[config.mk]
export PLATFORM = sky130hd
export DESIGN_NAME = noc_inject_scheduler_flat
export DESIGN_NICKNAME = d
export VERILOG_FILES = /design/src/rtl/noc_inject_scheduler_pkg.sv /design/src/rtl/noc_inject_scheduler_if.sv /design/src/rtl/noc_inject_scheduler_timer.sv /design/src/rtl/noc_inject_scheduler.sv /design/src/flat_wrapper.sv
export SDC_FILE = /design/constraint.sdc
export NUM_CORES = 1
export LEC_CHECK = 0
export ABC_AREA = 1
export CAP_MARGIN = 40
export CORE_MARGIN = 5
export CORE_UTILIZATION = 49
export DETAILED_ROUTE_END_ITERATION = 7
export GPL_ROUTABILITY_DRIVEN = 0
export GPL_TIMING_DRIVEN = 0
export HOLD_SLACK_MARGIN = 0.02
export PLACE_DENSITY = 0.81
export SYNTH_ARGS = -nofsm -noshare
export SYNTH_HDL_FRONTEND = slang
export SYNTH_HIERARCHICAL = 1
export SYNTH_SLANG_ARGS = --single-unit
export TNS_END_PERCENT = 50
[constraint.sdc]
create_clock -name noc_clk -period 1.5 [get_ports noc_clk]
set_input_delay 0.3 -clock noc_clk [delete_from_list [all_inputs] [get_ports noc_clk]]
set_output_delay 0.3 -clock noc_clk [all_outputs]
set_load 0.01 [all_outputs]
[src/rtl/noc_inject_scheduler_pkg.sv]
// Noc_parameters: shared mesh NoC sizing and injection scheduler state type
package Noc_parameters;
   localparam int Noc_X_Size   = 2;
   localparam int Noc_Y_Size   = 2;
   localparam int Noc_Node_Num = Noc_X_Size * Noc_Y_Size;
   typedef enum logic [2:0] {IDLE, ISSUE, WAIT, GAP, DONE} noc_sched_state_e;
endpackage

[src/rtl/noc_inject_scheduler_if.sv]
// noc_inject_scheduler_if: config, per-node handshake and status bundle of the injection scheduler
interface noc_inject_scheduler_if
   import Noc_parameters::*;
#(
   parameter int NODE_NUM = Noc_Node_Num,
   parameter int ROUND_W  = 8,
   parameter int GAP_W    = 8
);
   logic                        cfg_start;
   logic [ROUND_W-1:0]          cfg_rounds;
   logic [GAP_W-1:0]            cfg_gap;
   logic [NODE_NUM-1:0]         send_done;
   logic [NODE_NUM-1:0]         send_start;
   logic                        busy;
   logic                        done;
   logic [$clog2(NODE_NUM)-1:0] cur_node;
   logic                        timeout_err;
   modport master (output cfg_start, cfg_rounds, cfg_gap, send_done,
                   input  send_start, busy, done, cur_node, timeout_err);
   modport slave  (input  cfg_start, cfg_rounds, cfg_gap, send_done,
                   output send_start, busy, done, cur_node, timeout_err);
endinterface

[src/rtl/noc_inject_scheduler_timer.sv]
// noc_sched_timer: loadable down-counter with a zero flag, holds at zero
module noc_sched_timer #(
   parameter int W = 8
) (
   input  logic         noc_clk,
   input  logic         noc_rst_n,
   input  logic         load,
   input  logic         dec,
   input  logic [W-1:0] load_val,
   output logic         zero
);
   logic [W-1:0] cnt_d, cnt_q;
   // load has priority over decrement; the count never wraps below zero
   always_comb cnt_d = load ? load_val : (dec && cnt_q != '0) ? cnt_q - 1'b1 : cnt_q;
   // counter register
   always_ff @(posedge noc_clk or negedge noc_rst_n)
      if (!noc_rst_n) cnt_q <= '0;
      else cnt_q <= cnt_d;
   assign zero = cnt_q == '0;
endmodule

[src/rtl/noc_inject_scheduler.sv]
// noc_inject_scheduler: round-robin, handshake-paced per-node packet injection scheduler
// Optional WAIT timeout is built only when NOC_SCHED_TIMEOUT_EN is defined.
module noc_inject_scheduler
   import Noc_parameters::*;
#(
   parameter int NODE_NUM = Noc_Node_Num,
   parameter int ROUND_W  = 8,
   parameter int GAP_W    = 8,
   parameter int TIMEOUT  = 255
) (
   input logic                   noc_clk,
   input logic                   noc_rst_n,
   noc_inject_scheduler_if.slave bus
);
   localparam int PW = $clog2(NODE_NUM);
   noc_sched_state_e   state_d, state_q;
   logic [PW-1:0]      ptr_d, ptr_q;
   logic [ROUND_W-1:0] rounds_d, rounds_q;
   logic [GAP_W-1:0]   gap_d, gap_q;
   logic               hit, tmo, accept, last, adv, gap_zero;
   assign hit    = bus.send_done[ptr_q];
   assign last   = ptr_q == PW'(NODE_NUM - 1);
   assign accept = state_q == WAIT && (hit || tmo);
   assign adv    = (accept && gap_q == '0) || (state_q == GAP && gap_zero);
   // gap timer is loaded with gap-1 so the last GAP cycle is the one that sees zero
   noc_sched_timer #(.W(GAP_W)) u_gap (
      .noc_clk  (noc_clk),
      .noc_rst_n(noc_rst_n),
      .load     (accept && gap_q != '0),
      .dec      (state_q == GAP),
      .load_val (gap_q - 1'b1),
      .zero     (gap_zero)
   );
`ifdef NOC_SCHED_TIMEOUT_EN
   localparam int TW = $clog2(TIMEOUT + 1);
   logic err_d, err_q, tmo_zero;
   // reloaded on every ISSUE so each WAIT gets a full TIMEOUT-cycle budget
   noc_sched_timer #(.W(TW)) u_tmo (
      .noc_clk  (noc_clk),
      .noc_rst_n(noc_rst_n),
      .load     (state_q == ISSUE),
      .dec      (state_q == WAIT),
      .load_val (TW'(TIMEOUT - 1)),
      .zero     (tmo_zero)
   );
   assign tmo = state_q == WAIT && tmo_zero && !hit;
   // sticky error, cleared only when a new schedule is accepted
   always_comb err_d = (state_q == IDLE && bus.cfg_start) ? 1'b0 : err_q | tmo;
   // error flag register
   always_ff @(posedge noc_clk or negedge noc_rst_n)
      if (!noc_rst_n) err_q <= 1'b0;
      else err_q <= err_d;
   assign bus.timeout_err = err_q;
`else
   assign tmo             = 1'b0;
   assign bus.timeout_err = 1'b0;
`endif
   // state and schedule registers
   always_ff @(posedge noc_clk or negedge noc_rst_n)
      if (!noc_rst_n) begin
         state_q  <= IDLE;
         ptr_q    <= '0;
         rounds_q <= '0;
         gap_q    <= '0;
      end else begin
         state_q  <= state_d;
         ptr_q    <= ptr_d;
         rounds_q <= rounds_d;
         gap_q    <= gap_d;
      end
   // next state: config is latched only in IDLE; advancing overrides the per-state choice
   always_comb begin
      state_d  = state_q;
      ptr_d    = ptr_q;
      rounds_d = rounds_q;
      gap_d    = gap_q;
      case (state_q)
         IDLE: if (bus.cfg_start) begin
            rounds_d = bus.cfg_rounds;
            gap_d    = bus.cfg_gap;
            ptr_d    = '0;
            state_d  = bus.cfg_rounds == '0 ? DONE : ISSUE;
         end
         ISSUE:   state_d = WAIT;
         WAIT:    state_d = accept ? GAP : WAIT;
         DONE:    state_d = IDLE;
         default: state_d = state_q;
      endcase
      if (adv) begin
         ptr_d    = last ? '0 : ptr_q + 1'b1;
         rounds_d = last ? rounds_q - 1'b1 : rounds_q;
         state_d  = (last && rounds_q == ROUND_W'(1)) ? DONE : ISSUE;
      end
   end
   // outputs decoded purely from registered state
   always_comb begin
      bus.send_start = state_q == ISSUE ? {{(NODE_NUM-1){1'b0}}, 1'b1} << ptr_q : '0;
      bus.busy       = state_q == ISSUE || state_q == WAIT || state_q == GAP;
      bus.done       = state_q == DONE;
      bus.cur_node   = ptr_q;
   end
endmodule

[src/flat_wrapper.sv]
// flat-port wrapper written by rule: the top's interface ports become plain ports
module noc_inject_scheduler_flat import Noc_parameters::*;
#(
   parameter int NODE_NUM = Noc_Node_Num,
   parameter int ROUND_W  = 8,
   parameter int GAP_W    = 8,
   parameter int TIMEOUT  = 255
)
  (noc_clk, noc_rst_n, bus_cfg_start, bus_cfg_rounds, bus_cfg_gap, bus_send_done, bus_send_start, bus_busy, bus_done, bus_cur_node, bus_timeout_err);
  noc_inject_scheduler_if #(.NODE_NUM(NODE_NUM), .ROUND_W(ROUND_W), .GAP_W(GAP_W)) bus_i ();
  input logic noc_clk;
  input logic noc_rst_n;
  input wire logic [$bits(bus_i.cfg_start)-1:0] bus_cfg_start;
  input wire logic [$bits(bus_i.cfg_rounds)-1:0] bus_cfg_rounds;
  input wire logic [$bits(bus_i.cfg_gap)-1:0] bus_cfg_gap;
  input wire logic [$bits(bus_i.send_done)-1:0] bus_send_done;
  output wire logic [$bits(bus_i.send_start)-1:0] bus_send_start;
  output wire logic [$bits(bus_i.busy)-1:0] bus_busy;
  output wire logic [$bits(bus_i.done)-1:0] bus_done;
  output wire logic [$bits(bus_i.cur_node)-1:0] bus_cur_node;
  output wire logic [$bits(bus_i.timeout_err)-1:0] bus_timeout_err;
  assign bus_i.cfg_start = bus_cfg_start;
  assign bus_i.cfg_rounds = bus_cfg_rounds;
  assign bus_i.cfg_gap = bus_cfg_gap;
  assign bus_i.send_done = bus_send_done;
  assign bus_send_start = bus_i.send_start;
  assign bus_busy = bus_i.busy;
  assign bus_done = bus_i.done;
  assign bus_cur_node = bus_i.cur_node;
  assign bus_timeout_err = bus_i.timeout_err;
  noc_inject_scheduler #(.NODE_NUM(NODE_NUM), .ROUND_W(ROUND_W), .GAP_W(GAP_W), .TIMEOUT(TIMEOUT)) u_core (.noc_clk(noc_clk), .noc_rst_n(noc_rst_n), .bus(bus_i));
endmodule
==> impl_results.md, run 1 <==
- Die X-Extent: 76.8 um
- Clock skew: approximately 6.4 ps
- Ratio of cells with drive above 1 in the final layout: between 30% and 40%
- DRC viols: 0
- Core Util, Final: 72.5%
- Yosys warns: 6
- First-pass GRT wire length: around 10 mm
- R2r setup slk: -80 ps
- CTS Buf Count: 5
- Starting density of the core: between 50% and 60%
- Final setup fails: 23
- ANT cells: 0
- Vias in the first global route: ~2300
- Core area: between 4000 and 5000 um2
- Slew @ Worst Pin: about 560 ps
- Sw Share: between 20% and 30%
- Final hold vios: 0
- # rows: 24
- Setup WS post-layout: -84.6 ps
- Top delay family on crit path: flip-flops
- Port buffer count: 30
- Clock sink count: 29
- CP Buf/Inv Count: 3
- Max cap viols: 0
- Fillers: slightly below 300
- Failing checks: negative setup slack
- Clock Pin Slew Worst Setup and Hold Paths: 70 ps
- Internal Power: about 1.2 mW
- Worst EP required: roughly 1200 ps
- Die area: 5900 um2
- Element type at the critical path start: register
- Final worst-path cycle share: 106%
- Antenna violations before repair: 0
- Vias: ~2400
- Detail Route Antenna Nets: 0
- Die height: 76.8 um
- Count of cell types in the netlist: 29
- Pin count of the biggest net entering global routing: 20
- P_sw: ~0.35 mW
- Crit path max fanout: 5
- Pins Over Slew Limit: 0
- Root Buffer: clkbuf_8
- H-tree depth: 2
- Gate power share: 7.6%
- DRT Wirelength: 6.56 mm
- R2r endpoint: u_core/u_gap/cnt_q[2]
- Status: complete, but fails checks
- Post-synth net total: approximately 350
- Register area share after synthesis: ~33%
- Total gr overflow: 0
- Clock Latency Late Sink: around 280 ps
- CP max-delay cell: dfrtp_2
- Syn avg cell area: 6.94 um2
- Class of the worst hold path: in2async
- Vias per cell: 5.38
- CP max stage delay: 460 ps
- CTS tree: done
- Dpl hpwl: between 3 and 4 mm
- Max_slew headroom: between 60% and 70%
- CP cell instances: inv_4 > ha_4 > inv_2 > nor2_1 > buf_2
- DR pass1 iterations: 5
- Achievable Freq: 631 MHz
- Peak VDD IR: slightly above 0.5 mV
- Cell count after synthesis: roughly 320
- Clock Tree Buf Depth: 2
- Yosys reg bits: 29
- WS Path Type: reg2out
- Crit path DAT: around 1300 ps
- Reg2reg start: u_core/state_q[0]
- Synthesized cell area: roughly 2200 um2
- Clock share of power: 40.9%
- Tot Pwr: approximately 1.5 mW
- Overall Global Routing Usage: 20.8%
- Final net count: 424
- Avg WL per Cell: between 10 and 15 um
- Top Ports: 32
- Pwr dens: between 400 and 500 nW/um2
- Layout area overhead: 44.3%
- Critical Path Sink Type: primary output
- Unrepaired setup endpoints after global routing: yes
- P_leak: ~1.6 nW
- Reg power frac: between 50 and 60%
- Min Tclk post-route: 1580 ps
- FF-to-FF path depth: 9
- DRT iter0 DRCs: 209
-- cell usage after synthesis (all sizes together) --
cell      n  area (um2)
clkinv    2        8.75
xor2      7        61.3
o22ai     1        6.26
inv      37         144
nor3      2        10.0
xnor2     6        52.6
buf       3        30.0
nand2   127         534
dfrtp    29         726
nand3    35         205
nor2     35         161
nand4     6        37.5
nor4      1        6.26
ha       10         125
conb      1        3.75
clkbuf    1        3.75
o21ai    12        71.3
-- routing by layer --
metal  vias to the layer above  GRT usage (%)  wire length [um]
met3                        14           3.28               225
met2                        58           37.7              3370
met1                      1177           24.9              2840
met4                         0           6.29               124
li1                       1139              -                 -
met5                         -              0                 0
-- how the worst max path moves through the flow --
stage,startpoint,cells past startpoint,end
6_report,u_core/bus.cur_node[0],5,bus_send_start[2]
3_3_place_gp,noc_rst_n,1,u_core/bus.cur_node[0]
4_1_cts,u_core/bus.cur_node[0],4,bus_send_start[3]
2_1_floorplan,u_core/u_gap/cnt_q[3],9,u_core/rounds_q[0]
3_5_place_dp,bus_send_done[2],11,u_core/u_gap/cnt_q[1]
5_1_grt,u_core/gap_q[5],10,u_core/rounds_q[2]
-- power groups by stage --
stage | logic, mW | registers (mW) | clock network (mW)
2_1_floorplan | 0.0222 | 0.797 | 0
3_3_place_gp | 0.103 | 0.797 | 0
3_5_place_dp | 0.108 | 0.797 | 0
4_1_cts | 0.110 | 0.782 | 0.633
5_1_grt | 0.125 | 0.781 | 0.678
6_report | 0.116 | 0.782 | 0.622
-- flip-flops by register name (all words and copies together) (netlist names) --
signal	cells
u_core/gap_q	8
u_core/rounds_q	8
u_core/u_gap/cnt_q	8
u_core/state_q	3
u_core/bus.cur_node	2
-- layout by cell type (no fill, tap or decap), types with 5 or more instances in the layout --
cell type,n
nand2_1,105
nor2_2,5
clkbuf_8,5
buf_2,6
dfrtp_2,8
nand2_2,15
dfrtp_1,21
buf_6,8
xor2_1,7
nor2_4,9
nand2_4,6
buf_4,31
o21ai_0,7
xnor2_1,6
nand4_1,6
nand3_1,30
nor2_1,21
inv_1,22
clkdlybuf4s50_1,22
inv_2,10
-- logic make-up (layout without fill, tap and decap cells) --
group,after synthesis,after routing,share of synthesized area (%)
xor+xnor,13,13,5.21
other cells,1,1,0.171
compound gates,13,13,3.55
simple gates,206,207,43.6
buf+inv,43,119,8.52
flops,29,29,33.2
fa+ha+maj,10,10,5.72
-- area by class of cell --
cell class	instances	area, um2	area share (%)
Multi-Input combinational cell	244	1480	46.7
Clock inverter	2	10.0	0.317
Inverter	39	165	5.23
Buffer	4	45.0	1.43
Tap cell	52	65.1	2.06
Sequential cell	29	736	23.3
Clock buffer	6	72.6	2.30
Timing Repair Buffer	68	587	18.6
-- worst register-to-register path, delay by kind of cell (launching register included) --
| family | cells | cell delay, ps |
|---|---|---|
| compound gates | 1 | 80 |
| buf+inv | 2 | 320 |
| flops | 1 | 450 |
| simple gates | 6 | 670 |
-- metrics by stage --
stage	std cells	cell area, um2	hold WS (ps)	TNS (ps)	setup WS (ps)
6_report	444	3160	381	-978	-84.6
5_1_grt	444	3160	417	-3010	-170
4_1_cts	436	3010	390	-97.6	-35.6
3_5_place_dp	398	2580	466	-8910	-470
3_3_place_gp	397	2560	463	-18430	-470
2_1_floorplan	315	2200	4.41	0	0.665
-- timing repair --
action	in CTS	in global routing
setup endpoints to repair	29	25
hold buffers	0	0
setup buffers	29	8
gates cloned	2	0
pin swaps	22	4
resized for setup	73	26
Power figures use the tool's default switching activity.
==> inputs of run 2 (changes only) <==
- CORE_UTILIZATION: 49 -> 50
- PLACE_DENSITY: 0.81 -> 0.79
- clock period: 1.5 -> 2 ns (I/O delays scaled with it)
==> impl_results.md, run 2 (synthesis gave the netlist of run 1 again) <==
- Hold Startpoint: u_core/rounds_q[1]
- Clock Pin Slew Worst Setup and Hold Paths: 60 ps (about the same)
- Hold Path End: u_core/rounds_q[1]
- Overall Global Routing Usage: 16.6% (-4.2 points)
- DRC viols: 0 (unchanged)
- Antenna violations before repair: 0 (unchanged)
- Hold depth: 2
- Final setup fails: 0 (-100%)
- # rows: 24 (unchanged)
- Sw Share: 22.3% (-0.73 points)
- ANT cells: 0 (unchanged)
- Port buffer count: 30 (unchanged)
- Worst EP required: 1600 ps (+400 ps)
- Clock Tree Buf Depth: 2 (unchanged)
- Dpl hpwl: 3.66 mm (-1.0%)
- Vias: 2047 (-14%)
- DR pass1 iterations: 5 (unchanged)
- First-pass GRT wire length: 8.11 mm (-21%)
- Status: completed
- DRT Wirelength: 4.77 mm (-27%)
- Largest regs: u_core/gap_q (8), u_core/rounds_q (8), u_core/u_gap/cnt_q (8)
- Gate power share: 7.2% (-0.4 points)
- Pwr dens: 417 nW/um2 (-13%)
- Peak VDD IR: 0.443 mV (-13%)
- Layout area overhead: 23.5%
- Unrepaired setup endpoints after global routing: no
- Root Buffer: clkbuf_8
- H-tree depth: 2 (unchanged)
- CTS Hold Bufs: 0 (unchanged)
- DRT iter0 DRCs: 75 (-64%)
- Slew @ Worst Pin: 611 ps (+48.4 ps)
- Internal Power: 0.875 mW (-25%)
- Hold_ws: 495 ps (+114 ps)
- Element type at the critical path start: register
- Critical Path Sink Type: primary output
- Achievable Freq: approximately 520 MHz
- Vias in the first global route: 1922 (-16%)
- R2r endpoint: u_core/rounds_q[5]
- Top Ports: 32 (unchanged)
- Reg power frac: 52.1% (+0.6 points)
- Area of the multi-input gates: 1280 um2 (-13%)
- CTS tree: done
- Vias per cell: 4.98 (-7.4%)
- Post-route cell area: 2700 um2 (-14%)
- Pins Over Slew Limit: 0 (unchanged)
- Starting density of the core: 50.9% (+0.70 points)
- CTS Buf Count: 5 (unchanged)
- WS Path Type: reg2out
- Reg area: 729 um2 (-0.85%)
- Pin count of the biggest net entering global routing: 19 (-5.0%)
- Total gr overflow: 0 (unchanged)
- R2r setup slk: 180 ps (+260 ps)
- FF-to-FF path depth: 11 (+2)
- Die height: 76.1 um (-0.88%)
- Final hold vios: 0 (unchanged)
- Clock Latency Late Sink: 280 ps (about the same)
- Class of the worst hold path: reg2reg
- Crit path DAT: 1520 ps (+240 ps)
- Avg WL per Cell: 11.6 um (-21%)
- Min Tclk post-route: around 1900 ps
- Crit path max fanout: 5 (unchanged)
- Clock sink count: 29 (unchanged)
- Final net count: 391 (-7.8%)
- Final worst-path cycle share: a little over nine tenths
- Clock skew: 5.54 ps (-0.834 ps)
- Fillers: 374 (+29%)
- Core area: 4290 um2 (-1.4%)
- Ratio of cells with drive above 1 in the final layout: 14.2% (-19 points)
- Reg2reg start: u_core/u_gap/cnt_q[0]
- Most frequent cells in the layout: nand2_1, inv_1, nand3_1
- P_sw: 0.251 mW (-28%)
- Max_slew headroom: 59.1% (-3.2 points)
- Max cap viols: 0 (unchanged)
- Die X-Extent: 76.1 um (-0.88%)
- Die area: 5800 um2 (-1.7%)
- P_leak: 1.44 nW (-8.6%)
- Detail Route Antenna Nets: 0 (unchanged)
- Clock share of power: 40.8% (about the same)
- Placed cell area: 2570 um2 (-0.39%)
- Most common cell after layout, fill and taps aside: nand2_1
==> run 2: cell types whose count changed in the layout (fill, tap and decap cells not counted), moves of 5 or more <==
cell	before	now
buf_2	6	0
nor2_1	21	28
ha_1	3	10
dfrtp_2	8	3
dfrtp_1	21	26
inv_1	22	32
buf_4	31	6
nand2_1	105	113
buf_6	8	2
nor2_4	9	4
nand2_2	15	9
inv_2	10	4
==> run 2: layer usage <==
layer  GRT usage (%)  vias to the layer above  wire length, um
met1            20.5                      925             2120
met4            5.77                        0               71
li1                -                     1068                -
met3            3.66                        6              185
met5               0                        -                0
met2            28.5                       48             2390
==> run 2: layout make-up <==
cell class | instances | share of cell area, %
multi-input cells | 243 | 47.6
flip-flops and latches | 29 | 27.0
repair buffers | 36 | 13.0
inverters | 39 | 5.65
clock buffers | 6 | 2.69
well taps | 52 | 2.41
plain buffers | 4 | 1.30
clock inverters | 2 | 0.371
==> run 2: worst max-delay path by stage <==
stage | cells after the start | to | slack [ps] | from
floorplan | 10 | u_core/u_gap/cnt_q[0] | 310 | u_core/bus.cur_node[0]
global placement | 11 | u_core/u_gap/cnt_q[0] | -200 | bus_send_done[1]
detailed placement | 11 | u_core/u_gap/cnt_q[0] | -230 | bus_send_done[1]
CTS | 4 | bus_done | -40 | u_core/state_q[1]
global route | 11 | u_core/u_gap/cnt_q[0] | 3 | bus_send_done[0]
finish | 4 | bus_busy | 80 | u_core/state_q[1]
==> run 2: metrics by stage <==
step           utilization, %  power [mW]  worst slack [ps]  instances  setup TNS, ps
5_1_grt                  62.9        1.18              3.50        411              0
3_5_place_dp             59.8       0.679              -232        398          -1150
4_1_cts                  62.0        1.15             -40.3        407          -40.3
6_report                 62.9        1.13              83.1        411              0
2_1_floorplan               -       0.614               314        315              0
3_3_place_gp             59.4       0.675              -202        397          -1400
==> run 2: power by group through the flow <==
stage | clock [mW] | combinational, mW | sequential [mW]
finish | 0.459 | 0.0807 | 0.587
global route | 0.508 | 0.0887 | 0.586
CTS | 0.478 | 0.0817 | 0.587
detailed placement | 0 | 0.0813 | 0.597
global placement | 0 | 0.0775 | 0.598
floorplan | 0 | 0.0167 | 0.598
==> run 2: worst max-delay path, stage by stage, from the launching register on <==
cell and delay (ps):
dfrtp_2 440, nor2_4 160, buf_4 130, nor2_1 30, clkdlybuf4s50_1 470
==> run 2: what timing repair did <==
item,4_1_cts,5_1_grt
pin swaps,1,1
setup endpoints to repair,5,15
setup buffers,1,4
resized for setup,10,5
hold endpoints to repair,0,0
==> inputs of run 3 (changes only) <==
- REMOVE_ABC_BUFFERS: default -> 1
==> impl_results.md, run 3 (synthesis gave the netlist of run 1 again) <==
- DRT Wirelength: 4.70 mm (-1.4%)
- Core area: 4290 um2 (unchanged)
- Min Tclk post-route: 1900 ps (-18.3 ps)
- Clock Latency Late Sink: 270 ps (about the same)
- Pin count of the biggest net entering global routing: 19 (unchanged)
- Die height: 76.1 um (unchanged)
- P_leak: 1.42 nW (-1.1%)
- Most common cell after layout, fill and taps aside: nand2_1
- Final hold vios: 0 (unchanged)
- Final setup fails: 0 (unchanged)
- Worst EP required: 2170 ps (+570 ps)
- Vias in the first global route: 1851 (-3.7%)
- Reg2reg start: u_core/u_gap/cnt_q[0]
- Vias per cell: 4.89 (-1.8%)
- Peak VDD IR: 0.307 mV (-31%)
- Top Ports: 32 (unchanged)
- Pins Over Slew Limit: 0 (unchanged)
- Layout area overhead: 22.5%
- Vias: 1986 (-3.0%)
- Most frequent cells in the layout: nand2_1, inv_1, nand3_1
- DRT iter0 DRCs: 133 (+77%)
- DR pass1 iterations: 4 (-1)
- Final worst-path cycle share: 94.9% (-0.92 points)
- Clock sink count: 29 (unchanged)
- WS Path Type: in2reg
- Crit path max fanout: 8 (+3)
- Clock Tree Buf Depth: 2 (unchanged)
- Class of the worst hold path: reg2reg
- Antenna violations before repair: 0 (unchanged)
- Critical Path Sink Type: register
- Largest regs: u_core/gap_q (8), u_core/rounds_q (8), u_core/u_gap/cnt_q (8)
- ANT cells: 0 (unchanged)
- Max cap viols: 0 (unchanged)
- Clock skew: 4.50 ps (-1.03 ps)
- Detail Route Antenna Nets: 0 (unchanged)
- Starting density of the core: 50.9% (unchanged)
- Die X-Extent: 76.1 um (unchanged)
- CTS Buf Count: 5 (unchanged)
- DRC viols: 0 (unchanged)
- Crit path DAT: 2070 ps (+550 ps)
- Die area: 5800 um2 (unchanged)
- Root Buffer: clkbuf_8
- FF-to-FF path depth: 11 (unchanged)
- Fin cells: 406 (-1.2%)
- Final net count: 386 (-1.3%)
- Total gr overflow: 0 (unchanged)
- H-tree depth: 2 (unchanged)
- Max_slew headroom: 58.3% (-0.88 points)
- Clock Pin Slew Worst Setup and Hold Paths: 60 ps (about the same)
- CTS Hold Bufs: 0 (unchanged)
- Achievable Freq: 527 MHz (+0.96%)
- Total negative slack: 0 ps (unchanged)
- Hold depth: 2 (unchanged)
- Slew @ Worst Pin: 624 ps (+13.1 ps)
- Ratio of cells with drive above 1 in the final layout: 13.0% (-1.2 points)
- Avg WL per Cell: 11.6 um (-0.21%)
- Pwr dens: 417 nW/um2 (about the same)
- Dpl hpwl: 3.64 mm (-0.59%)
- Port buffer count: 30 (unchanged)
- Status: completed
- First-pass GRT wire length: 8.08 mm (-0.43%)
- Overall Global Routing Usage: 16.7% (+0.058 points)
- CTS tree: done
- # rows: 24 (unchanged)
- Setup crit start: bus_send_done[2]
- Element type at the critical path start: primary input
- Hold Startpoint: u_core/rounds_q[1]
- Placed instance count: 394 (-1.0%)
## run 3: cell count changes in the layout (fill, tap and decap cells not counted), moves of 2 or more
cell      change
buf_4         -2
buf_6         -2
clkbuf_1      +2
clkinv_2      -2
nor2_1        -2
## run 3: routing by layer
| layer | up-vias | part of all wire (%) | track usage (%) |
|---|---|---|---|
| met5 | - | 0 | 0 |
| met4 | 0 | 1.5 | 6.29 |
| met1 | 896 | 46 | 20.9 |
| li1 | 1059 | - | - |
| met2 | 26 | 50 | 28.2 |
| met3 | 5 | 2.3 | 3.31 |
## run 3: path summary, 6_finish.rpt
| path | endpoint | slack [ps] |
|---|---|---|
| min in group asynchronous | u_core/rounds_q[2] | 510 |
| worst max-delay path | u_core/u_gap/cnt_q[3] | 100 |
| worst max register to register | u_core/rounds_q[2] | 160 |
| worst min register to register | u_core/rounds_q[1] | 490 |
| worst min-delay path | u_core/rounds_q[1] | 490 |
| max in group asynchronous | u_core/state_q[0] | 930 |
## run 3: per-stage QoR
step	hold WS (ps)	worst slack [ps]	power [mW]	util [%]	area, um2
4_1_cts	490	-145	1.13	61.1	2620
5_1_grt	536	-23.4	1.17	62.4	2680
6_report	486	101	1.12	62.4	2680
2_1_floorplan	104	14.5	0.613	-	2150
3_5_place_dp	473	-613	0.678	59.0	2530
3_3_place_gp	463	-590	0.674	58.7	2520
## run 3: area by class of cell
cell class	count	area (um2)
Sequential cell	29	729
Inverter	39	156
Clock buffer	8	80.1
Multi-Input combinational cell	243	1300
Tap cell	52	65.1
Fill cell	381	1610
Timing Repair Buffer	35	345
## run 3: critical path, stage by stage
cell             delay [ps]
clkdlybuf4s50_1         450
inv_1                    40
nand2_1                  60
nand3_1                  60
nand2_1                 150
nand2_1                 130
nor2_4                  210
clkinvlp_4              210
nand2_4                 160
clkinv_2                 80
nand2_1                  60
nand2_1                  50
## run 3: where the power goes
part	leakage [nW]	total, mW	internal (mW)	switching (mW)
logic	1.02	0.0794	0.0472	0.0323
clock network	0.0395	0.451	0.246	0.205
registers	0.365	0.587	0.587	0
## run 3: repair_timing
action / 4_1_cts / 5_1_grt
gates resized for setup: 11 / 7
setup endpoints to repair: 13 / 13
pin swaps: 0 / 2
buffers inserted: 0 / 4
